$ cat src/rtl/date_ctrl.sv
// Calendar day/month register with run/edit FSM, deferred day-tick handling
// and year increment/decrement pulses for an external year counter.
module date_ctrl #(
  parameter int unsigned DAY_RST   = 1,
  parameter int unsigned MONTH_RST = 1
) (
  input  logic       clk,
  input  logic       rst,
  input  logic       tick_day,
  input  logic       btn_mode,
  input  logic       btn_up,
  input  logic       btn_down,
  input  logic       leap,
  output logic [4:0] day,
  output logic [3:0] month,
  output logic       year_inc_auto,
  output logic       year_inc_manual,
  output logic       year_dec_manual,
  output logic [1:0] mode
);

  typedef enum logic [1:0] {
    RUN        = 2'd0,
    EDIT_YEAR  = 2'd1,
    EDIT_MONTH = 2'd2,
    EDIT_DAY   = 2'd3
  } state_t;

  state_t     state_q, state_d;
  logic [4:0] day_d;
  logic [3:0] month_d;
  logic       pend_q, pend_d;
  logic       auto_d, incm_d, decm_d;
  logic [4:0] dim;
  logic       btn_ok, inc, dec, do_tick;

  always_comb begin
    unique case (month)
      4'd4, 4'd6, 4'd9, 4'd11: dim = 5'd30;
      4'd2:                    dim = leap ? 5'd29 : 5'd28;
      default:                 dim = 5'd31;
    endcase
  end

  always_comb begin
    state_d = state_q;
    day_d   = day;
    month_d = month;
    pend_d  = pend_q;
    auto_d  = 1'b0;
    incm_d  = 1'b0;
    decm_d  = 1'b0;
    do_tick = 1'b0;
    btn_ok  = !btn_mode && (btn_up ^ btn_down);
    inc     = btn_ok && btn_up;
    dec     = btn_ok && btn_down;

    if (btn_mode) begin
      unique case (state_q)
        RUN:        state_d = EDIT_YEAR;
        EDIT_YEAR:  state_d = EDIT_MONTH;
        EDIT_MONTH: state_d = EDIT_DAY;
        EDIT_DAY:   state_d = RUN;
      endcase
    end

    unique case (state_q)
      RUN: begin
        // A stored tick is consumed first; a new tick in that cycle takes its slot.
        do_tick = pend_q | tick_day;
        pend_d  = pend_q & tick_day;
      end
      EDIT_YEAR: begin
        pend_d = pend_q | tick_day;
        incm_d = inc;
        decm_d = dec;
      end
      EDIT_MONTH: begin
        pend_d = pend_q | tick_day;
        if (inc)      month_d = (month == 4'd12) ? 4'd1 : month + 4'd1;
        else if (dec) month_d = (month == 4'd1) ? 4'd12 : month - 4'd1;
      end
      EDIT_DAY: begin
        pend_d = pend_q | tick_day;
        if (inc)      day_d = (day >= dim) ? 5'd1 : day + 5'd1;
        else if (dec) day_d = (day == 5'd1 || day > dim) ? dim : day - 5'd1;
      end
    endcase

    if (do_tick) begin
      if (day < dim) begin
        day_d = day + 5'd1;
      end else begin
        day_d = 5'd1;
        if (month == 4'd12) begin
          month_d = 4'd1;
          auto_d  = 1'b1;
        end else begin
          month_d = month + 4'd1;
        end
      end
    end else if (!(state_q == EDIT_DAY && btn_ok) && day > dim) begin
      // Day left out of range by a month edit or a leap change.
      day_d = dim;
    end
  end

  always_ff @(posedge clk) begin
    if (rst) begin
      state_q         <= RUN;
      day             <= 5'(DAY_RST);
      month           <= 4'(MONTH_RST);
      pend_q          <= 1'b0;
      year_inc_auto   <= 1'b0;
      year_inc_manual <= 1'b0;
      year_dec_manual <= 1'b0;
    end else begin
      state_q         <= state_d;
      day             <= day_d;
      month           <= month_d;
      pend_q          <= pend_d;
      year_inc_auto   <= auto_d;
      year_inc_manual <= incm_d;
      year_dec_manual <= decm_d;
    end
  end

  assign mode = state_q;

endmodule
$ cat config.mk
export PLATFORM = sky130hd
export DESIGN_NAME = date_ctrl
export DESIGN_NICKNAME = d
export VERILOG_FILES = /design/src/rtl/date_ctrl.sv
export SDC_FILE = /design/constraint.sdc
export NUM_CORES = 1
export LEC_CHECK = 0
export ABC_AREA = 1
export CORE_UTILIZATION = 57
export DETAILED_ROUTE_END_ITERATION = 6
export DONT_BUFFER_PORTS = 1
export PLACE_DENSITY = 0.75
export SYNTH_ARGS = -nofsm -noshare
export SYNTH_HDL_FRONTEND = slang
export SYNTH_SLANG_ARGS = --single-unit
$ cat constraint.sdc
create_clock -name clk -period 2 [get_ports clk]
set_input_delay 0.3 -clock clk [delete_from_list [all_inputs] [get_ports clk]]
set_output_delay 0.3 -clock clk [all_outputs]
set_load 0.02 [all_outputs]
## Word level (Yosys, flattened, before mapping)

Index checks and enable logic that the tools add are counted.

| word-level totals | value |
|---|---|
| bits in registers | 15 |
| bits of input ports | 7 |
| output and inout port bits | 14 |
| word-level logic and storage cells | 67 |

| cells by class | value |
|---|---|
| add/sub/neg operators | 4 |
| order comparisons | 3 |
| equal/unequal tests | 11 |
| mux-type cells | 21 |
| bitwise logic cells | 5 |
| reductions and logical operators | 16 |

Operator list:

| cell | count |
|---|---|
| 2-to-1 mux 5 bit | 8 |
| 2-to-1 mux 4 bit | 7 |
| equality test 4 bit (second input constant) | 3 |
| equality test 4 x 3 -> 1 bit (second input constant) | 2 |
| case mux 2 bit (4 select lines) | 1 |
| OR reduction 3 bit | 2 |
| adder 5 x 1 -> 5 bit (second input constant) | 1 |
| equality test 5 x 1 -> 1 bit (second input constant) | 1 |
| greater-or-equal comparator 5 bit | 1 |
| > comparator 5 bit | 1 |
| logical AND 1 bit | 5 |
| less-than comparator 5 bit | 1 |
| subtractor 5 x 1 -> 5 bit (second input constant) | 1 |
| adder 4 x 1 -> 4 bit (second input constant) | 1 |
| equality test 2 bit (second input constant) | 2 |
| equality test 4 x 1 -> 1 bit (second input constant) | 1 |
| equality test 4 x 2 -> 1 bit (second input constant) | 1 |
| case mux 2 bit (2 select lines) | 1 |
| nonzero test 4 bit | 1 |
| OR reduction 4 bit | 1 |
| subtractor 4 x 1 -> 4 bit (second input constant) | 1 |
| 2-to-1 mux 1 bit | 3 |
| nonzero test 3 bit | 1 |
| equality test 2 x 1 -> 1 bit (second input constant) | 1 |
| 10 further kinds | 12 |

## Logic depth before layout (Yosys ltp)

Gate-level depths: netlist (run 1).

| depth | value |
|---|---|
| depth after elaboration | 11 |
| gate-level depth with buffers | 18 |
| mapped depth without buffers | 18 |

## Worst setup path before layout (run 1)

OpenSTA, ideal clock, no wires.

| timing | value |
|---|---|
| kind | flip-flop to flip-flop |
| start point | reg month[0] |
| end point | reg day[1] |
| setup time | 0.066 ns |
| data arrival time | 2.300 ns |
| required time | 1.934 ns |
| slack | -0.367 ns |
| stages on the path, launching flop included | 17 |
| buffers on the path | 0 |
| clock period less this slack | 2.367 ns |
| cell sequence | dfxtp_1 -> inv_1 -> ha_1 -> o21ai_0 -> a21oi_1 -> o21bai_1 -> inv_1 -> ha_1 -> nand2_1 -> inv_1 -> nand2_2 -> nand3_1 -> nor2_1 -> nor2_1 -> nand2_1 -> nand2_1 -> a21oi_2 |

| between the ends | value |
|---|---|
| word-level cells in the longest chain between the ends | 11 |
| elaborated cells on any way between the ends | 23 |
| classes of those cells | 3 x order compare; 5 x eq/ne; 9 x mux; 6 x reduce/logical |

RTL lines:

| element | line | RTL |
|---|---|---|
| from (decl) | 15 | `output logic [3:0] month,` |
| from (signal assigned) | 112 | `month <= 4'(MONTH_RST);` |
| from (signal assigned) | 120 | `month <= month_d;` |
| equality test 4 x 3 -> 1 bit / equality test 4 bit (equally long branches) | 38 | `unique case (month)` |
| OR reduction 4 bit | 38 |  |
| case mux 2 bit (2 select lines) * | 38 |  |
| > comparator 5 bit | 86, 102 |  |
| logical OR 1 bit | 86 | `else if (dec) day_d = (day == 5'd1 \|\| day > dim) ? dim : day - 5'd1;` |
| 2-to-1 mux 5 bit (2 in a row) | 86 |  |
| 2-to-1 mux 5 bit | 85 | `if (inc) day_d = (day >= dim) ? 5'd1 : day + 5'd1;` |
| 2-to-1 mux 5 bit | 67 | `unique case (state_q)` |
| 2-to-1 mux 5 bit | 102 | `end else if (!(state_q == EDIT_DAY && btn_ok) && day > dim) begin` |
| 2-to-1 mux 5 bit | 90 | `if (do_tick) begin` |
| to (signal assigned) | 111 | `day <= 5'(DAY_RST);` |
| to (signal assigned) | 119 | `day <= day_d;` |
| to (decl) | 14 | `output logic [4:0] day,` |

Every way passes the cells marked *; elsewhere a longest branch is shown, timed or not. The select of a mux whose other input is x is not followed.
A chain may end at the register's enable or synchronous reset.

## Final worst setup path (run 1)

Same ends and word-level chain as after synthesis.

==> impl_summary.log, run 1 <==
[metrics] sequential fraction of design power: 31.4%
[metrics] required time reported for the critical path endpoint: 2180 ps
[metrics] detailed-route wire length per cell: 18.2 um
[metrics] Netlist Area Pre-Place: 0.00140 sq mm
[metrics] achievable frequency: approximately 0.46 GHz
[metrics] placer congestion estimate: 0.942
[metrics] most common cell after layout, fill and taps aside: nand2_1
[metrics] final max-slew violation count: 0
[metrics] part of the power in the clock network: 15.7%
[metrics] number of nets in the final layout: 260
[metrics] Switching Power: 509 uW
[metrics] total global-route track usage: 34.5%
[metrics] Tightest Pin Transition: between 400 and 500 ps
[metrics] largest net degree at the start of global routing: 12
[metrics] chip height: 51.6 um
[metrics] number of nets still failing antenna checks after routing: 0
[metrics] gr busiest metal: met2
[metrics] start point of the critical path: month[0]
[metrics] number of violations reported at the end of detailed-routing iteration 0: 87
[metrics] clock-pin slew on the worst setup and hold paths: about 100 ps
[metrics] run status: finished with violations
[metrics] Congestion Overflow GR: 0
[metrics] n_diodes: 0
[metrics] clock insertion delay at the later pin of the skew report: ~280 ps
[metrics] violations in the final reports: setup timing
[metrics] Worst slew margin: 67.9%
[metrics] net count of the mapped netlist: 235
[metrics] detailed-placement wirelength estimate: 2.81 mm
[metrics] number of standard-cell rows in the floorplan: 17
[metrics] proportion of layout cells with a drive suffix above 1: a little over a third
[metrics] CTS root buf: clkbuf_4
[metrics] worst hold path type: input pin to register
[metrics] final non-filler cell area: approximately 0.0019 sq mm
[metrics] placed inst area: about 0.0016 sq mm
[metrics] synthesized instance count: 213
[metrics] post-route clock period utilization: 109%
[metrics] number of buffers on the longest clock path: 2
[metrics] cts bufs inserted: 3
[metrics] PwrDens: 584 mW/mm^2
[metrics] data arrival time of the worst path: 2360 ps
[metrics] number of register bits inferred by synthesis: 15
[metrics] Vias/cell: 6.11
[metrics] critical path class: register to register
[metrics] Worst R2R Start: month[0]
[metrics] count of buffers from port buffering: 0
[metrics] Combinational Power Share: 52.8%
[metrics] Int Power: between 600 and 700 uW
[metrics] final WL: 4.82 mm
[metrics] smallest setup slack after layout: -178 ps
[metrics] peak supply drop: roughly 0.0004 V
[metrics] post-route clock skew: 11.8 ps
[metrics] Global Route met2 Usage: 60.4%
[metrics] final setup fails: 8
[metrics] number of distinct standard cells referenced by the synthesized netlist: 30
[metrics] Avg Synthesized Cell Area: 6.58 sq um
[metrics] iteration count of the initial detailed-routing pass: 7
[metrics] met3 routing resource usage after global routing: around 8.5%
[metrics] P_leak: 0.908 nW
[metrics] die width: 51.6 um
[metrics] MaxCap Viol Count: 0
[metrics] overall power consumption: around 1.1 mW
[metrics] crit-path max FO: 5
[metrics] antenna violations before repair: 0
[metrics] CTS tree: done
[metrics] Net Sw Frac: approximately 45%
[metrics] area added between synthesis and finish: 37.2%
[metrics] nature of the critical path startpoint: register
[metrics] top-level port count: 21
[metrics] initial cell density of the core: about 62%
[metrics] min cycle time layout: 2180 ps
[metrics] global routing usage on met1: about two fifths
[metrics] yosys synthesis warning count: 0
[metrics] via count of the first global-routing pass: 1,513
[metrics] final total negative setup slack: -883 ps
[metrics] wire length of the first global-routing pass: 6.76 mm
[metrics] unrepaired setup endpoints after global routing: yes
[metrics] category of the worst setup path capture point: register
[metrics] hold path startpoint: rst
[metrics] H-tree depth: 1
[metrics] setup slack at placement: -157 ps
[metrics] hold_buf cts: 0
[metrics] area of the core: 0.00225 sq mm
[metrics] most frequent cells in the layout: nand2_1, inv_1, buf_4
[metrics] number of inserted filler cells in the final layout: 118
[metrics] Num Clock Sinks: 15
[metrics] total vias in the final route: 1,619
[metrics] sequential-to-total area share from yosys stat: 21.4%
[metrics] die area: 0.00266 sq mm
[metrics] DRC violation count after routing: 0
[metrics] Final Hold Violating Endpoints: 0
cell type report:
cell class | count | area [sq um] | area share, %
inverter | 34 | 150 | 7.81
clock buffer | 4 | 26.3 | 1.37
tap | 28 | 35.0 | 1.82
multi-input combinational | 161 | 1220 | 63.6
sequential | 15 | 308 | 16.0
timing repair buffer | 23 | 180 | 9.37
cells in the mapped netlist, drive strengths merged:
cell	count	area [sq um]
o211ai	1	7.51
inv	33	124
a31oi	4	25.0
nand3	25	160
ha	15	188
xor2	6	52.6
o21bai	2	15.0
nand2	60	245
nor3	5	36.3
o21ai	14	70.1
clkbuf	1	3.75
nand4	2	18.8
clkinv	1	5.00
a21oi	12	67.6
nor2	14	62.6
dfxtp	15	300
a211oi	1	7.51
buf	2	12.5
power groups by stage:
| stage | combinational [mW] | sequential (mW) | clock (mW) |
|---|---|---|---|
| floorplan | 0.286 | 0.388 | 0 |
| finish | 0.594 | 0.353 | 0.177 |
| global route | 0.630 | 0.356 | 0.194 |
| detailed placement | 0.430 | 0.355 | 0 |
| CTS | 0.479 | 0.352 | 0.180 |
| global placement | 0.420 | 0.354 | 0 |
worst max-delay path, stage by stage, from the launching register on:
cell	delay, ps
dfxtp_4	420
inv_4	60
ha_4	160
o21ai_2	170
a21oi_2	90
o21bai_4	180
inv_2	70
ha_4	200
nand2_4	80
nand3_4	150
nor2_4	150
nand2_1	90
nand2_1	80
inv_1	70
nand2_2	80
a21oi_2	50
cells by family (layout without fill, tap and decap cells):
| kind of cell | Yosys count | count (layout) | share of synthesized area (%) |
|---|---|---|---|
| buf+inv | 37 | 61 | 10.4 |
| simple gates | 106 | 106 | 37.3 |
| flops | 15 | 15 | 21.4 |
| fa+ha+maj | 15 | 15 | 13.4 |
| xor+xnor | 6 | 6 | 3.75 |
| compound gates | 34 | 34 | 13.7 |
stage by stage:
stage	std cells	util, %	hold WS [ps]
finish	265	85.3	80.5
global route	265	85.3	63.2
CTS	264	78.7	82.6
detailed placement	258	70.9	380
global placement	258	70.9	383
floorplan	213	-	377
metal layers:
| metal | wire, um | vias up |
|---|---|---|
| met1 | 1800 | 745 |
| met4 | 216 | 0 |
| li1 | - | 739 |
| met3 | 432 | 27 |
| met2 | 2370 | 108 |
| met5 | 0 | - |
flip-flops by register name (all words and copies together) (netlist names):
signal,cells
day,5
month,4
mode,2
pend_q,1
year_dec_manual,1
year_inc_auto,1
year_inc_manual,1
worst paths after layout:
check / end / slack (ps) / cells after the start
worst max-delay path: day[1] / -180 / 15
worst min-delay path: year_inc_auto / 80 / 1
worst max register to register: day[1] / -180 / 15
worst min register to register: pend_q / 480 / 2
timing repair:
item	in CTS	in global routing
buffers inserted	2	1
resized for setup	30	38
pin swaps	12	11
setup endpoints to repair	10	10
(Power assumes the default switching activity.)
==> inputs of run 2 (changes only) <==
- CTS_CLUSTER_SIZE: unset -> 24
- TNS_END_PERCENT: unset -> 1
==> run 2 against run 1 <==
- the run still ends with setup timing left
- clock power grew 7%
- register-to-register slack lost 20 ps
- sequential power is essentially flat
- utilization shrank 1.4 points
- critical path depth is the same
- largest power group unchanged
==> impl_summary.log, run 2 (synthesis gave the netlist of run 1 again) <==
[metrics] post-route clock period utilization: 110% (was 109%)
[metrics] achievable frequency: 0.454 GHz (was 0.459 GHz)
[metrics] endpoint of the worst-slack reg-to-reg timing path: day[0] (was day[1])
[metrics] P_leak: 0.930 nW (was 0.908 nW)
[metrics] most common cell after layout, fill and taps aside: nand2_1 (unchanged)
[metrics] chip height: 51.6 um (unchanged)
[metrics] placer congestion estimate: 0.904 (was 0.942)
[metrics] minimum setup slack among reg-to-reg paths: -200 ps (was -180 ps)
[metrics] data arrival time of the worst path: 2410 ps (was 2360 ps)
[metrics] min cycle time layout: 2200 ps (was 2180 ps)
[metrics] largest net degree at the start of global routing: 12 (unchanged)
[metrics] DRC violation count after routing: 0 (unchanged)
[metrics] length in cells of the worst reg-to-reg path: 15 (unchanged)
[metrics] most frequent cells in the layout: nand2_1, buf_4, inv_1 (was nand2_1, inv_1, buf_4)
[metrics] number of standard-cell rows in the floorplan: 17 (unchanged)
[metrics] CTS root buf: clkbuf_4 (unchanged)
[metrics] proportion of layout cells with a drive suffix above 1: 32.1% (was 36.3%)
[metrics] setup slack at placement: -141 ps (was -157 ps)
[metrics] PwrDens: 581 mW/mm^2 (was 584 mW/mm^2)
[metrics] WHS Endpoint: year_inc_auto (unchanged)
[metrics] critical path class: register to register (unchanged)
[metrics] MaxCap Viol Count: 0 (unchanged)
[metrics] H-tree depth: 1 (unchanged)
[metrics] cts bufs inserted: 3 (unchanged)
[metrics] number of nets still failing antenna checks after routing: 0 (unchanged)
[metrics] final max-slew violation count: 0 (unchanged)
[metrics] via count of the first global-routing pass: 1,346 (was 1,513)
[metrics] smallest setup slack after layout: -203 ps (was -178 ps)
[metrics] area added between synthesis and finish: 35.0% (was 37.2%)
[metrics] peak supply drop: 0.000492 V (was 0.000390 V)
[metrics] detailed-placement wirelength estimate: 2.79 mm (was 2.81 mm)
[metrics] run status: finished with violations (unchanged)
[metrics] crit-path max FO: 4 (was 5)
[metrics] worst hold path type: input pin to register (unchanged)
[metrics] hold_buf cts: 0 (unchanged)
[metrics] area of the core: 0.00225 sq mm (unchanged)
[metrics] Worst R2R Start: month[0] (unchanged)
[metrics] CTS tree: done (unchanged)
[metrics] post-route clock skew: 0.604 ps (was 11.8 ps)
[metrics] required time reported for the critical path endpoint: 2210 ps (was 2180 ps)
[metrics] Tightest Pin Transition: 368 ps (was 481 ps)
[metrics] number of nets in the final layout: 266 (was 260)
[metrics] unrepaired setup endpoints after global routing: yes (unchanged)
[metrics] hold path startpoint: rst (unchanged)
[metrics] most flop-heavy register: day (unchanged)
[metrics] final WL: 4.68 mm (was 4.82 mm)
[metrics] flip-flop count of the largest register, all copies and words added: 5 (unchanged)
[metrics] n_diodes: 0 (unchanged)
[metrics] wire length of the first global-routing pass: 6.26 mm (was 6.76 mm)
[metrics] detailed-route wire length per cell: 17.3 um (was 18.2 um)
[metrics] initial cell density of the core: 62.2% (unchanged)
[metrics] count of buffers from port buffering: 0 (unchanged)
[metrics] violations in the final reports: setup timing (unchanged)
[metrics] die area: 0.00266 sq mm (unchanged)
[metrics] Worst slew margin: 75.5% (was 67.9%)
[metrics] final setup fails: 9 (was 8)
[metrics] iteration count of the initial detailed-routing pass: 5 (was 7)
[metrics] overall power consumption: 1.10 mW (was 1.12 mW)
[metrics] total global-route track usage: 32.1% (was 34.5%)
[metrics] Congestion Overflow GR: 0 (unchanged)
[metrics] Vias/cell: 6.09 (was 6.11)
[metrics] number of buffers on the longest clock path: 2 (unchanged)
[metrics] Final Hold Violating Endpoints: 0 (unchanged)
[metrics] die width: 51.6 um (unchanged)
[metrics] top-level port count: 21 (unchanged)
[metrics] nature of the critical path startpoint: register (unchanged)
[metrics] clock-pin slew on the worst setup and hold paths: 100 ps (about the same)
[metrics] category of the worst setup path capture point: register (unchanged)
[metrics] clock insertion delay at the later pin of the skew report: 300 ps (was 280 ps)
[metrics] antenna violations before repair: 0 (unchanged)
[metrics] number of violations reported at the end of detailed-routing iteration 0: 134 (was 87)
[metrics] worst hold path cell count: 1 (unchanged)
[metrics] total vias in the final route: 1,650 (was 1,619)
[metrics] Num Clock Sinks: 15 (unchanged)
[run 2: cell type report]
class	instances	area, sq um
sequential	15	308
fill	137	363
tap	28	35.0
multi-input combinational	161	1150
clock buffer	3	22.5
inverter	34	145
clock inverter	1	5.00
timing repair buffer	29	230
[run 2: through the flow]
| step | instance area (sq um) | setup TNS (ps) | std cells | hold slack (ps) | util (%) |
|---|---|---|---|---|---|
| after global placement | 1630 | -271 | 262 | 382 | 72.1 |
| after floorplan | 1430 | -20.9 | 213 | 377 | - |
| after detailed placement | 1630 | -765 | 262 | 381 | 72.1 |
| after CTS | 1760 | -437 | 268 | 55.8 | 78.0 |
| after global routing | 1890 | -1690 | 271 | 44.0 | 83.9 |
| final | 1890 | -1140 | 271 | 48.4 | 83.9 |
[run 2: how the worst max path moves through the flow]
| stage | startpoint | slack [ps] | end |
|---|---|---|---|
| 3_5_place_dp | month[1] | -140 | day[1] |
| 2_1_floorplan | month[0] | -10 | day[1] |
| 4_1_cts | month[0] | -90 | day[1] |
| 5_1_grt | month[0] | -240 | day[0] |
| 3_3_place_gp | month[1] | -70 | day[1] |
| 6_report | month[0] | -200 | day[0] |
[run 2: metal layers]
layer	GRT usage, %	routed length [um]	part of all wire [%]
met5	0	0	0
met4	14.4	215	4.6
met3	6.73	500	11
met2	50.0	2200	47
met1	42.2	1770	38
[run 2: critical path, stage by stage, from the launching register on]
cell	delay (ps)
dfxtp_4	430
inv_6	60
ha_4	160
o21ai_2	160
a21oi_2	90
o21bai_4	190
inv_2	70
ha_4	200
nand2_4	70
inv_2	50
nand2_4	100
nand2_1	70
a21oi_1	160
nand3_1	100
nand3_1	130
nand2_1	50
[run 2: what timing repair did]
item                                    in CTS  in global routing
endpoints found under the setup margin      10                 10
pin swaps                                    9                 16
setup buffers                                2                  3
gates cloned                                 0                  0
gates resized for setup                     20                 19
[run 2: power by group]
group          switching (mW)  leakage [nW]  total [mW]  internal (mW)
clock                   0.115        0.0177       0.190         0.0748
sequential             0.0315         0.124       0.355          0.323
combinational           0.349         0.788       0.555          0.206
total                   0.496         0.930        1.10          0.604
